<file path="src/rtl/dcache_assoc_if.sv">
// Request/response bundle between the dcache array and its LSQ / DMEM-controller neighbours.
// master = cache client side, slave = dcache_assoc.
interface dcache_assoc_if #(
    parameter int unsigned NUM_SETS = 16,
    parameter int unsigned NUM_RD   = 2,
    parameter int unsigned TAG_W    = 9,
    parameter int unsigned DATA_W   = 64
);
    localparam int unsigned IDX_W = $clog2(NUM_SETS);

    logic [NUM_RD*IDX_W-1:0]  rd_idx;
    logic [NUM_RD*TAG_W-1:0]  rd_tag;
    logic [NUM_RD*DATA_W-1:0] rd_data;
    logic [NUM_RD-1:0]        rd_valid;

    logic                     st_en;
    logic [IDX_W-1:0]         st_idx;
    logic [TAG_W-1:0]         st_tag;
    logic [DATA_W-1:0]        st_data;
    logic                     st_hit;

    logic                     fill_en;
    logic [IDX_W-1:0]         fill_idx;
    logic [TAG_W-1:0]         fill_tag;
    logic [DATA_W-1:0]        fill_data;
    logic                     fill_ready;

    logic                     evict_valid;
    logic                     evict_ready;
    logic [IDX_W-1:0]         evict_idx;
    logic [TAG_W-1:0]         evict_tag;
    logic [DATA_W-1:0]        evict_data;

    modport master (
        output rd_idx, rd_tag, st_en, st_idx, st_tag, st_data,
               fill_en, fill_idx, fill_tag, fill_data, evict_ready,
        input  rd_data, rd_valid, st_hit, fill_ready,
               evict_valid, evict_idx, evict_tag, evict_data
    );

    modport slave (
        input  rd_idx, rd_tag, st_en, st_idx, st_tag, st_data,
               fill_en, fill_idx, fill_tag, fill_data, evict_ready,
        output rd_data, rd_valid, st_hit, fill_ready,
               evict_valid, evict_idx, evict_tag, evict_data
    );
endinterface

</file>
<file path="src/rtl/dcache_assoc.sv">
// Set-associative write-back data cache array: N read ports, store-on-hit, true-LRU fill, 1-entry eviction buffer.
// Optional: define DCACHE_READ_LRU_EN to let read hits update LRU state.
module dcache_assoc #(
    parameter int unsigned NUM_SETS = 16,
    parameter int unsigned NUM_WAYS = 2,
    parameter int unsigned NUM_RD   = 2,
    parameter int unsigned TAG_W    = 9,
    parameter int unsigned DATA_W   = 64
) (
    input logic           clock,
    input logic           reset,
    dcache_assoc_if.slave bus
);
    localparam int unsigned IDX_W = $clog2(NUM_SETS);
    localparam int unsigned AGE_W = (NUM_WAYS > 1) ? $clog2(NUM_WAYS) : 1;
    localparam int unsigned WAY_W = AGE_W;

    typedef logic [NUM_WAYS-1:0][AGE_W-1:0] age_row_t;

    logic [NUM_WAYS-1:0] valid_q [NUM_SETS];
    logic [NUM_WAYS-1:0] dirty_q [NUM_SETS];
    logic [TAG_W-1:0]    tag_q   [NUM_SETS][NUM_WAYS];
    logic [DATA_W-1:0]   data_q  [NUM_SETS][NUM_WAYS];
    age_row_t            age_q   [NUM_SETS];
    age_row_t            age_n   [NUM_SETS];

    logic                evict_valid_q;
    logic [IDX_W-1:0]    evict_idx_q;
    logic [TAG_W-1:0]    evict_tag_q;
    logic [DATA_W-1:0]   evict_data_q;

    logic [IDX_W-1:0]    rd_idx_a [NUM_RD];
    logic [TAG_W-1:0]    rd_tag_a [NUM_RD];
    logic [NUM_RD-1:0]   rd_hit;
    logic [NUM_RD*DATA_W-1:0] rd_data_c;

    logic                st_hit_c;
    logic [WAY_W-1:0]    st_way;

    logic                fill_hit;
    logic [WAY_W-1:0]    fill_hit_way;
    logic                inv_found;
    logic [WAY_W-1:0]    inv_way;
    logic [WAY_W-1:0]    lru_way;
    logic [WAY_W-1:0]    victim;
    logic [WAY_W-1:0]    fill_way;
    logic                need_evict;
    logic                fill_ready_c;
    logic                push;

    // Move way to MRU; ways younger than it age by one.
    function automatic age_row_t touch(input age_row_t row, input logic [WAY_W-1:0] way);
        age_row_t res;
        res = row;
        for (int i = 0; i < int'(NUM_WAYS); i++) begin
            if (row[WAY_W'(i)] < row[way]) res[WAY_W'(i)] = row[WAY_W'(i)] + AGE_W'(1);
        end
        res[way] = '0;
        return res;
    endfunction

    for (genvar p = 0; p < int'(NUM_RD); p++) begin : g_rd_split
        assign rd_idx_a[p] = bus.rd_idx[p*IDX_W +: IDX_W];
        assign rd_tag_a[p] = bus.rd_tag[p*TAG_W +: TAG_W];
    end

    // Combinational tag match on every read port; no bypass of this cycle's writes.
    always_comb begin
        rd_hit    = '0;
        rd_data_c = '0;
        for (int p = 0; p < int'(NUM_RD); p++) begin
            for (int w = 0; w < int'(NUM_WAYS); w++) begin
                if (valid_q[rd_idx_a[p]][WAY_W'(w)] &&
                    tag_q[rd_idx_a[p]][WAY_W'(w)] == rd_tag_a[p]) begin
                    rd_hit[p] = 1'b1;
                    rd_data_c[p*DATA_W +: DATA_W] = data_q[rd_idx_a[p]][WAY_W'(w)];
                end
            end
        end
    end

`ifdef DCACHE_READ_LRU_EN
    logic [WAY_W-1:0] rd_way [NUM_RD];

    always_comb begin
        for (int p = 0; p < int'(NUM_RD); p++) begin
            rd_way[p] = '0;
            for (int w = 0; w < int'(NUM_WAYS); w++) begin
                if (valid_q[rd_idx_a[p]][WAY_W'(w)] &&
                    tag_q[rd_idx_a[p]][WAY_W'(w)] == rd_tag_a[p]) rd_way[p] = WAY_W'(w);
            end
        end
    end
`endif

    always_comb begin
        st_hit_c = 1'b0;
        st_way   = '0;
        for (int w = 0; w < int'(NUM_WAYS); w++) begin
            if (bus.st_en && valid_q[bus.st_idx][WAY_W'(w)] &&
                tag_q[bus.st_idx][WAY_W'(w)] == bus.st_tag) begin
                st_hit_c = 1'b1;
                st_way   = WAY_W'(w);
            end
        end
    end

    // Fill target: existing tag, else lowest invalid way, else the oldest way.
    always_comb begin
        fill_hit     = 1'b0;
        fill_hit_way = '0;
        inv_found    = 1'b0;
        inv_way      = '0;
        lru_way      = '0;
        for (int w = int'(NUM_WAYS) - 1; w >= 0; w--) begin
            if (!valid_q[bus.fill_idx][WAY_W'(w)]) begin
                inv_found = 1'b1;
                inv_way   = WAY_W'(w);
            end
        end
        for (int w = 0; w < int'(NUM_WAYS); w++) begin
            if (valid_q[bus.fill_idx][WAY_W'(w)] &&
                tag_q[bus.fill_idx][WAY_W'(w)] == bus.fill_tag) begin
                fill_hit     = 1'b1;
                fill_hit_way = WAY_W'(w);
            end
            if (age_q[bus.fill_idx][WAY_W'(w)] == AGE_W'(NUM_WAYS - 1)) lru_way = WAY_W'(w);
        end
    end

    assign victim       = inv_found ? inv_way : lru_way;
    assign fill_way     = fill_hit ? fill_hit_way : victim;
    assign need_evict   = !fill_hit && valid_q[bus.fill_idx][victim] && dirty_q[bus.fill_idx][victim];
    assign fill_ready_c = bus.fill_en
                          && !(bus.st_en && bus.st_idx == bus.fill_idx)
                          && !(need_evict && evict_valid_q && !bus.evict_ready);
    assign push         = fill_ready_c && need_evict;

    // Touches are applied in order: read ports (optional), store, fill.
    always_comb begin
        age_n = age_q;
`ifdef DCACHE_READ_LRU_EN
        for (int p = 0; p < int'(NUM_RD); p++) begin
            if (rd_hit[p]) age_n[rd_idx_a[p]] = touch(age_n[rd_idx_a[p]], rd_way[p]);
        end
`endif
        if (st_hit_c)     age_n[bus.st_idx]   = touch(age_n[bus.st_idx], st_way);
        if (fill_ready_c) age_n[bus.fill_idx] = touch(age_n[bus.fill_idx], fill_way);
    end

    always_ff @(posedge clock) begin
        if (reset) begin
            for (int s = 0; s < int'(NUM_SETS); s++) begin
                valid_q[IDX_W'(s)] <= '0;
                dirty_q[IDX_W'(s)] <= '0;
                for (int w = 0; w < int'(NUM_WAYS); w++) age_q[IDX_W'(s)][WAY_W'(w)] <= AGE_W'(w);
            end
            evict_valid_q <= 1'b0;
        end else begin
            age_q <= age_n;
            if (st_hit_c) dirty_q[bus.st_idx][st_way] <= 1'b1;
            if (fill_ready_c && !fill_hit) begin
                valid_q[bus.fill_idx][victim] <= 1'b1;
                dirty_q[bus.fill_idx][victim] <= 1'b0;
            end
            if (push)                 evict_valid_q <= 1'b1;
            else if (bus.evict_ready) evict_valid_q <= 1'b0;
        end
    end

    // Payload storage has no reset; the eviction payload survives reset untouched.
    always_ff @(posedge clock) begin
        if (!reset) begin
            if (st_hit_c) data_q[bus.st_idx][st_way] <= bus.st_data;
            if (fill_ready_c) begin
                data_q[bus.fill_idx][fill_way] <= bus.fill_data;
                tag_q[bus.fill_idx][fill_way]  <= bus.fill_tag;
            end
            if (push) begin
                evict_idx_q  <= bus.fill_idx;
                evict_tag_q  <= tag_q[bus.fill_idx][victim];
                evict_data_q <= data_q[bus.fill_idx][victim];
            end
        end
    end

    assign bus.rd_data     = rd_data_c;
    assign bus.rd_valid    = rd_hit;
    assign bus.st_hit      = st_hit_c;
    assign bus.fill_ready  = fill_ready_c;
    assign bus.evict_valid = evict_valid_q;
    assign bus.evict_idx   = evict_idx_q;
    assign bus.evict_tag   = evict_tag_q;
    assign bus.evict_data  = evict_data_q;
endmodule

</file>
<file path="src/flat_wrapper.sv">
// flat-port wrapper written by rule: the top's interface ports become plain ports
module dcache_assoc_flat 
#(
    parameter int unsigned NUM_SETS = 16,
    parameter int unsigned NUM_WAYS = 2,
    parameter int unsigned NUM_RD   = 2,
    parameter int unsigned TAG_W    = 9,
    parameter int unsigned DATA_W   = 64
)
  (clock, reset, bus_rd_idx, bus_rd_tag, bus_st_en, bus_st_idx, bus_st_tag, bus_st_data, bus_fill_en, bus_fill_idx, bus_fill_tag, bus_fill_data, bus_evict_ready, bus_rd_data, bus_rd_valid, bus_st_hit, bus_fill_ready, bus_evict_valid, bus_evict_idx, bus_evict_tag, bus_evict_data);
  dcache_assoc_if #(.NUM_SETS(NUM_SETS), .NUM_RD(NUM_RD), .TAG_W(TAG_W), .DATA_W(DATA_W)) bus_i ();
  input logic clock;
  input logic reset;
  input wire logic [$bits(bus_i.rd_idx)-1:0] bus_rd_idx;
  input wire logic [$bits(bus_i.rd_tag)-1:0] bus_rd_tag;
  input wire logic [$bits(bus_i.st_en)-1:0] bus_st_en;
  input wire logic [$bits(bus_i.st_idx)-1:0] bus_st_idx;
  input wire logic [$bits(bus_i.st_tag)-1:0] bus_st_tag;
  input wire logic [$bits(bus_i.st_data)-1:0] bus_st_data;
  input wire logic [$bits(bus_i.fill_en)-1:0] bus_fill_en;
  input wire logic [$bits(bus_i.fill_idx)-1:0] bus_fill_idx;
  input wire logic [$bits(bus_i.fill_tag)-1:0] bus_fill_tag;
  input wire logic [$bits(bus_i.fill_data)-1:0] bus_fill_data;
  input wire logic [$bits(bus_i.evict_ready)-1:0] bus_evict_ready;
  output wire logic [$bits(bus_i.rd_data)-1:0] bus_rd_data;
  output wire logic [$bits(bus_i.rd_valid)-1:0] bus_rd_valid;
  output wire logic [$bits(bus_i.st_hit)-1:0] bus_st_hit;
  output wire logic [$bits(bus_i.fill_ready)-1:0] bus_fill_ready;
  output wire logic [$bits(bus_i.evict_valid)-1:0] bus_evict_valid;
  output wire logic [$bits(bus_i.evict_idx)-1:0] bus_evict_idx;
  output wire logic [$bits(bus_i.evict_tag)-1:0] bus_evict_tag;
  output wire logic [$bits(bus_i.evict_data)-1:0] bus_evict_data;
  assign bus_i.rd_idx = bus_rd_idx;
  assign bus_i.rd_tag = bus_rd_tag;
  assign bus_i.st_en = bus_st_en;
  assign bus_i.st_idx = bus_st_idx;
  assign bus_i.st_tag = bus_st_tag;
  assign bus_i.st_data = bus_st_data;
  assign bus_i.fill_en = bus_fill_en;
  assign bus_i.fill_idx = bus_fill_idx;
  assign bus_i.fill_tag = bus_fill_tag;
  assign bus_i.fill_data = bus_fill_data;
  assign bus_i.evict_ready = bus_evict_ready;
  assign bus_rd_data = bus_i.rd_data;
  assign bus_rd_valid = bus_i.rd_valid;
  assign bus_st_hit = bus_i.st_hit;
  assign bus_fill_ready = bus_i.fill_ready;
  assign bus_evict_valid = bus_i.evict_valid;
  assign bus_evict_idx = bus_i.evict_idx;
  assign bus_evict_tag = bus_i.evict_tag;
  assign bus_evict_data = bus_i.evict_data;
  dcache_assoc #(.NUM_SETS(NUM_SETS), .NUM_WAYS(NUM_WAYS), .NUM_RD(NUM_RD), .TAG_W(TAG_W), .DATA_W(DATA_W)) u_core (.clock(clock), .reset(reset), .bus(bus_i));
endmodule
</file>
<file path="config.mk">
export PLATFORM = sky130hd
export DESIGN_NAME = dcache_assoc_flat
export DESIGN_NICKNAME = d
export VERILOG_FILES = /design/src/rtl/dcache_assoc_if.sv /design/src/rtl/dcache_assoc.sv /design/src/flat_wrapper.sv
export SDC_FILE = /design/constraint.sdc
export NUM_CORES = 2
export LEC_CHECK = 0
export CELL_PAD_IN_SITES_DETAIL_PLACEMENT = 0
export CELL_PAD_IN_SITES_GLOBAL_PLACEMENT = 1
export CORE_ASPECT_RATIO = 0.7
export CORE_MARGIN = 2
export CORE_UTILIZATION = 58
export DETAILED_ROUTE_END_ITERATION = 8
export PLACE_DENSITY = 0.92
export SETUP_SLACK_MARGIN = 0.15
export SLEW_MARGIN = 15
export SYNTH_ARGS = -nofsm -noshare
export SYNTH_HDL_FRONTEND = slang
export SYNTH_SLANG_ARGS = --single-unit
</file>
<file path="constraint.sdc">
create_clock -name clock -period 8.3 [get_ports clock]
set_input_delay 0.83 -clock clock [delete_from_list [all_inputs] [get_ports clock]]
set_output_delay 0.83 -clock clock [all_outputs]
set_load 0.01 [all_outputs]
</file>
After elaboration in Yosys (flattened, before gate mapping)

Memories as Yosys holds them, arrays and structs flattened.
Cells that the tools add are included.

Bits in registers: 78
Latch bits: 0
RAM bits: 2384
Bits in read-only memories: 0
Input port bits: 185
Output and inout port bits: 210
Memories kept: 4

Add/sub/neg operators: 0
Multiply operators: 0
Divide/modulo/power cells: 0
Magnitude comparators: 5
Equal/unequal tests: 5
Shift operators: 0
Muxes and demuxes: 49
Bitwise operators: 3
Reduce and logical (&&, ||, !) cells: 25

Memories:

| name           | depth | bits a word | read ports | clocked after memory_dff | write ports | line               | source |
|---|---|---|---|---|---|---|---|
| u_core.data_q  | 16    | 128         | 3          | 0                        | 2           | dcache_assoc.sv:23 | `logic [DATA_W-1:0] data_q [NUM_SETS][NUM_WAYS];` |
| u_core.tag_q   | 16    | 18          | 4          | 0                        | 1           | dcache_assoc.sv:22 | `logic [TAG_W-1:0] tag_q [NUM_SETS][NUM_WAYS];` |
| u_core.valid_q | 16    | 2           | 4          | 0                        | 16          | dcache_assoc.sv:20 | `logic [NUM_WAYS-1:0] valid_q [NUM_SETS];` |
| u_core.dirty_q | 16    | 1           | 1          | 0                        | 16          | dcache_assoc.sv:21 | `logic [NUM_WAYS-1:0] dirty_q [NUM_SETS];` |

Operator list:

| cell                                                                  | count |
|---|---|
| 64-bit two-way mux                                                    | 6 |
| 128-bit two-way mux                                                   | 1 |
| 64-bit demux with 1-bit select                                        | 1 |
| 9-bit == test                                                         | 4 |
| 9-bit two-way mux                                                     | 4 |
| 1-bit two-way mux                                                     | 28 |
| 18-bit two-way mux                                                    | 1 |
| 1-bit logical AND                                                     | 16 |
| 4-bit two-way mux                                                     | 3 |
| 9-bit demux with 1-bit select                                         | 1 |
| 2-bit two-way mux                                                     | 3 |
| 4-bit == test                                                         | 1 |
| 2-bit greater-or-equal comparator (second input constant)             | 2 |
| 1-bit zero test                                                       | 4 |
| 1-bit NOT with 2-bit output                                           | 2 |
| 1-bit by 2-bit < comparator with 1-bit output (second input constant) | 1 |
| 2-bit by 1-bit < comparator with 1-bit output (second input constant) | 1 |
| 2-bit AND reduction                                                   | 1 |
| 2-bit nonzero test                                                    | 1 |
| 1-bit OR reduction                                                    | 2 |
| 2-bit OR reduction                                                    | 1 |
| 1-bit demux with 1-bit select                                         | 1 |
| 1-bit greater-or-equal comparator (second input constant)             | 1 |
| 1-bit NOT                                                             | 1 |

Longest topological paths before layout

An unclocked memory read counts as a cell.

Depth after elaboration: 17
Mapped depth: 14
Depth with buffers taken out: 8

Worst setup path before layout

OpenSTA, ideal clock, no wires.

Kind: input -> register
Start: input port bus_st_idx[1]
End: memory u_core.data_q[8][100] (netlist name) (enable)
Setup time: 424 ps
Arrival time: 4831 ps
Required time: 7876 ps
Path slack: 3045 ps
Stages: 11
Path buffers: 4
Path through: buf_2 buf_2 buf_1 mux4_2 mux2i_1 xor2_1 o21ai_0 a221oi_2 buf_2 nand3_1 nand2_1

RTL lines:

| item               | line               | source |
|---|---|---|
| start: declaration | flat_wrapper.sv:17 | `input wire logic [$bits(bus_i.st_idx)-1:0] bus_st_idx;` |
| end: declaration   | dcache_assoc.sv:23 |  |

Final worst setup path

Start: input port bus_fill_idx[1]
End: output port bus_fill_ready

Cells in the longest elaborated chain, start to end: 11

RTL lines:

| item                           | line                | source |
|---|---|---|
| start: declaration             | flat_wrapper.sv:21  | `input wire logic [$bits(bus_i.fill_idx)-1:0] bus_fill_idx;` |
| memory 16 x 18 bit             | n/a                 |  |
| 9-bit == test                  | dcache_assoc.sv:123 | `tag_q[bus.fill_idx][WAY_W'(w)] == bus.fill_tag) begin` |
| 1-bit logical AND              | dcache_assoc.sv:122 | `if (valid_q[bus.fill_idx][WAY_W'(w)] &&` |
| 1-bit two-way mux              | dcache_assoc.sv:122 |  |
| 1-bit zero test                | dcache_assoc.sv:133 | `assign need_evict = !fill_hit && valid_q[bus.fill_idx][victim] && dirty_q[bus.fill_idx][victim];` |
| 1-bit logical AND (2 in a row) | dcache_assoc.sv:133 |  |
| 1-bit logical AND (2 in a row) | dcache_assoc.sv:136 | `&& !(need_evict && evict_valid_q && !bus.evict_ready);` |
| 1-bit zero test                | dcache_assoc.sv:136 |  |
| 1-bit logical AND *            | dcache_assoc.sv:136 |  |
| end: declaration               | flat_wrapper.sv:28  | `output wire logic [$bits(bus_i.fill_ready)-1:0] bus_fill_ready;` |

Every way passes the cells marked *; elsewhere a longest branch is shown, timed or not. The select of a mux whose other input is x is not followed.

==> impl_results.md <==
- Req. time, crit path: 7.47 ns
- Setup crit end kind: output pin
- Mapped Cells: 4472
- DRC Markers: 0
- Clock Tree Buf Depth: 3
- Routed WL: 266000 um
- Setup Crit Path Kind: in -> out
- Tcrit/Tclk final: 74.1%
- Pwr/cell area: 169 nW/um^2
- Routed vias/inst: 7.86
- Dominant cell type by area after synthesis: edfxtp_1
- Switching Share: 24.2%
- RSZ-0062 raised after global routing: false
- Status: finished clean
- Number of placed I/O pins: 395
- Post-route insts no fill: 6576
- Pre-CTS setup slack: 1.91 ns
- CP Buf/Inv Count: 2
- DIE WIDTH: 455 um
- Postcts setup bufs: 0
- Slew of the pin with the lowest slew margin: 1.29 ns
- MaxCap Viol Count: 0
- Area Growth Syn to Fin: 11.1%
- Final slew viol count: 0
- Root buffer cell: clkbuf_16
- Synth cell types: 55
- Clk slew on worst S/H paths: 0.06 ns
- Synth Warn #: 0
- CP max stage cell: nor2b_1
- Mean Syn Cell Area: 18.5 um^2
- Number of detailed-routing iterations run before antenna repair: 9
- Number of global-route vias before repair: 51639
- Vias: 51708
- Clk_lat worst skew: 0.80 ns
- Most common cell in the netlist: edfxtp_1
- Reg2reg end: u_core.data_q[8][65]$_DFFE_PP_
- P_sw: 3760 uW
- Final antenna-violating net count: 0
- Finished Core Util: 65.1%
- Crit path DAT: 5.32 ns
- Routed len/inst: 40.4 um
- Core area: 141000 um^2
- Worst VDD drop: 0.000233 V
- Startpoint types: input port
- Routability congestion estimate: 0.918
- Slew HR: 13.9%
- Initial drt markers: 8920
- Top_reg_cell synth: edfxtp_1
- Filler Cell Count: 9310
- Hold path startpoint: u_core.dirty_q[14]$_SDFF_PP0_
- Crit path max-delay family: simple AND/OR/NAND/NOR gates
- Final min period: 6.15 ns
- Final setup TNS: 0 ns
- Fraction of layout instances using a drive strength above 1: 53.3%
- Row cnt: 115
- CTS Sinks: 1278
- Die Area: 145000 um^2
- Synth top cells by count: edfxtp_1, mux4_2, mux2_2
- Int Pwr: 11800 uW
- Post-synth top area share: 45.3%
- FF-to-FF path depth: 10
- First-pass GRT wire length: 379000 um
- Seq/Total Area, Yosys: 46.1%
- Largest cells by area after synthesis: edfxtp_1, mux4_2, mux2_2
- Count of nets after finishing: 4759
- GR Util All Layers: 36.7%
- Largest net degree at the start of global routing: 101
- Syn_nets: 4657
- Critical-path cell list: buf_8 > nor2b_1 > a22oi_1 > nand2_1 > xnor2_2 > nand4_2 > nor4_1 > nor2_1 > a31oi_1 > clkdlybuf4s50_1
- RR Startpoint: u_core.tag_q[13][13]$_DFFE_PN_
- Mapped cell area: 82500 um^2
- Setup-failing EPs final: 0
- Synthesized flop and latch total: 1278
- Worst path max stage delay: 0.89 ns
- Number of enable flip-flop cells after synthesis: 1245
- Clk pwr share: 40.3%
- H-tree Lvls: 4
- Reg power frac: 46.6%
- TritonCTS clock tree: yes
- Leakage power: 0.0306 uW
- Reg2Reg Setup Slack: 3.22 ns
- Worst Slack Setup Final: 2.15 ns
- Cells after DPL: 6307
- Comb power frac: 13.2%
- Clk_skew: 0.0355 ns
- Port buffer count: 394
- Total gr overflow: 0
- Final hold violation count: 0
- Hold Crit Class: reg -> reg
- DP Wirelength: 147000 um
- Initial Util: 58.6%
- Ys async rst share: 0%
- CTS Hold Bufs: 0
- Die Span Y: 320 um
- CTS resizes: 0
- Initial antenna violation count: 33
- Crit Path Max Fanout: 100
- CTS buffer count: 136
- Hold EP: u_core.dirty_q[14]$_SDFF_PP0_
- Worst hold path cell count: 2
- Fmax: 163 MHz
==> worst max path at each step <==
| stage | start | to | slack (ns) | depth (start not counted) |
|---|---|---|---|---|
| final | bus_fill_idx[1] | bus_fill_ready | 2.15 | 10 |
| after global routing | bus_rd_idx[4] | bus_rd_data[102] | 2.04 | 7 |
| after CTS | bus_rd_idx[4] | bus_rd_data[102] | 2.25 | 7 |
| after detailed placement | bus_fill_idx[1] | u_core.data_q[10][118]$_DFFE_PP_ | 1.91 | 9 |
| after global placement | bus_fill_idx[1] | u_core.data_q[10][117]$_DFFE_PP_ | 1.96 | 9 |
| after floorplan | bus_st_idx[1] | u_core.data_q[8][100]$_DFFE_PP_ | 3.05 | 11 |
==> registers in the layout, indices dropped and copies added (netlist names) <==
| name | cells |
|---|---|
| u_core.dirty_q | 16 |
| u_core.bus.evict_tag | 9 |
| u_core.valid_q | 16 |
| u_core.data_q | 1024 |
| u_core.tag_q | 144 |
| u_core.bus.evict_valid | 1 |
| u_core.bus.evict_idx | 4 |
| u_core.bus.evict_data | 64 |
==> metrics by stage <==
stage,power [uW],area (um^2),hold slack [ns]
floorplan,8760,82500,0.442
global placement,9320,87200,0.455
detailed placement,9350,87200,0.459
CTS,15500,91600,0.472
global route,15800,91700,0.481
finish,15500,91700,0.474
==> power by group through the flow <==
stage | sequential [uW] | clock [uW] | combinational [uW]
final | 7220 | 6250 | 2040
after global routing | 7220 | 6480 | 2120
after CTS | 7220 | 6240 | 2010
after detailed placement | 7350 | 0 | 2000
after global placement | 7350 | 0 | 1980
after floorplan | 7340 | 0 | 1420
==> cells in the final DEF, fill, tap and decap left out, types with 5 or more instances in the layout <==
master and n:
inv_1 42, xnor2_1 13, a2bb2oi_1 16, nand3_1 24, clkbuf_16 141, edfxtp_1 1245, diode_2 22, nor4_1 7
mux2_2 684, dfxtp_1 33, mux2_4 342, nand2_4 16, clkbuf_8 5, nand2_1 32, mux4_1 7, inv_6 8
buf_8 6, mux4_2 1118, o22ai_1 17, nand2b_1 17, buf_12 17, nor2_1 10, clkbuf_1 23, xor2_1 27
clkinv_1 32, clkinv_2 20, clkdlybuf4s50_1 380, a22oi_1 26, mux2i_1 61, o21bai_4 16, nor2b_1 137, bufinv_16 13
buf_4 89
==> cell families after synthesis <==
group | Yosys count | share of synthesized area, %
compound gates | 99 | 1.02
mux | 2212 | 47.0
simple gates | 264 | 1.81
buf+inv | 578 | 3.59
xor+xnor | 41 | 0.444
flops | 1278 | 46.1
==> layout make-up <==
class	instances	area, um^2	share of cell area, %
multi-input combinational	2616	41700	45.5
sequential	1278	38000	41.5
timing repair buffer	500	4990	5.44
clock buffer	167	3650	3.98
tap	1872	2340	2.55
clock inverter	79	746	0.813
inverter	42	158	0.172
antenna	22	55.1	0.0600
==> tightest hold or removal path, cell delays in order (launching register included) <==
cell	delay, ns
dfxtp_1	0.31
nand2b_1	0.07
a2bb2oi_1	0.05
==> layer usage <==
| metal | global-route usage (%) | up-vias | wire length (um) |
|---|---|---|---|
| li1 | - | 19321 | - |
| met1 | 50.7 | 26816 | 91800 |
| met2 | 54.3 | 4829 | 123000 |
| met3 | 10.4 | 722 | 37900 |
| met4 | 17.3 | 20 | 12700 |
| met5 | 0 | - | 130 |
(Power assumes the default switching activity.)
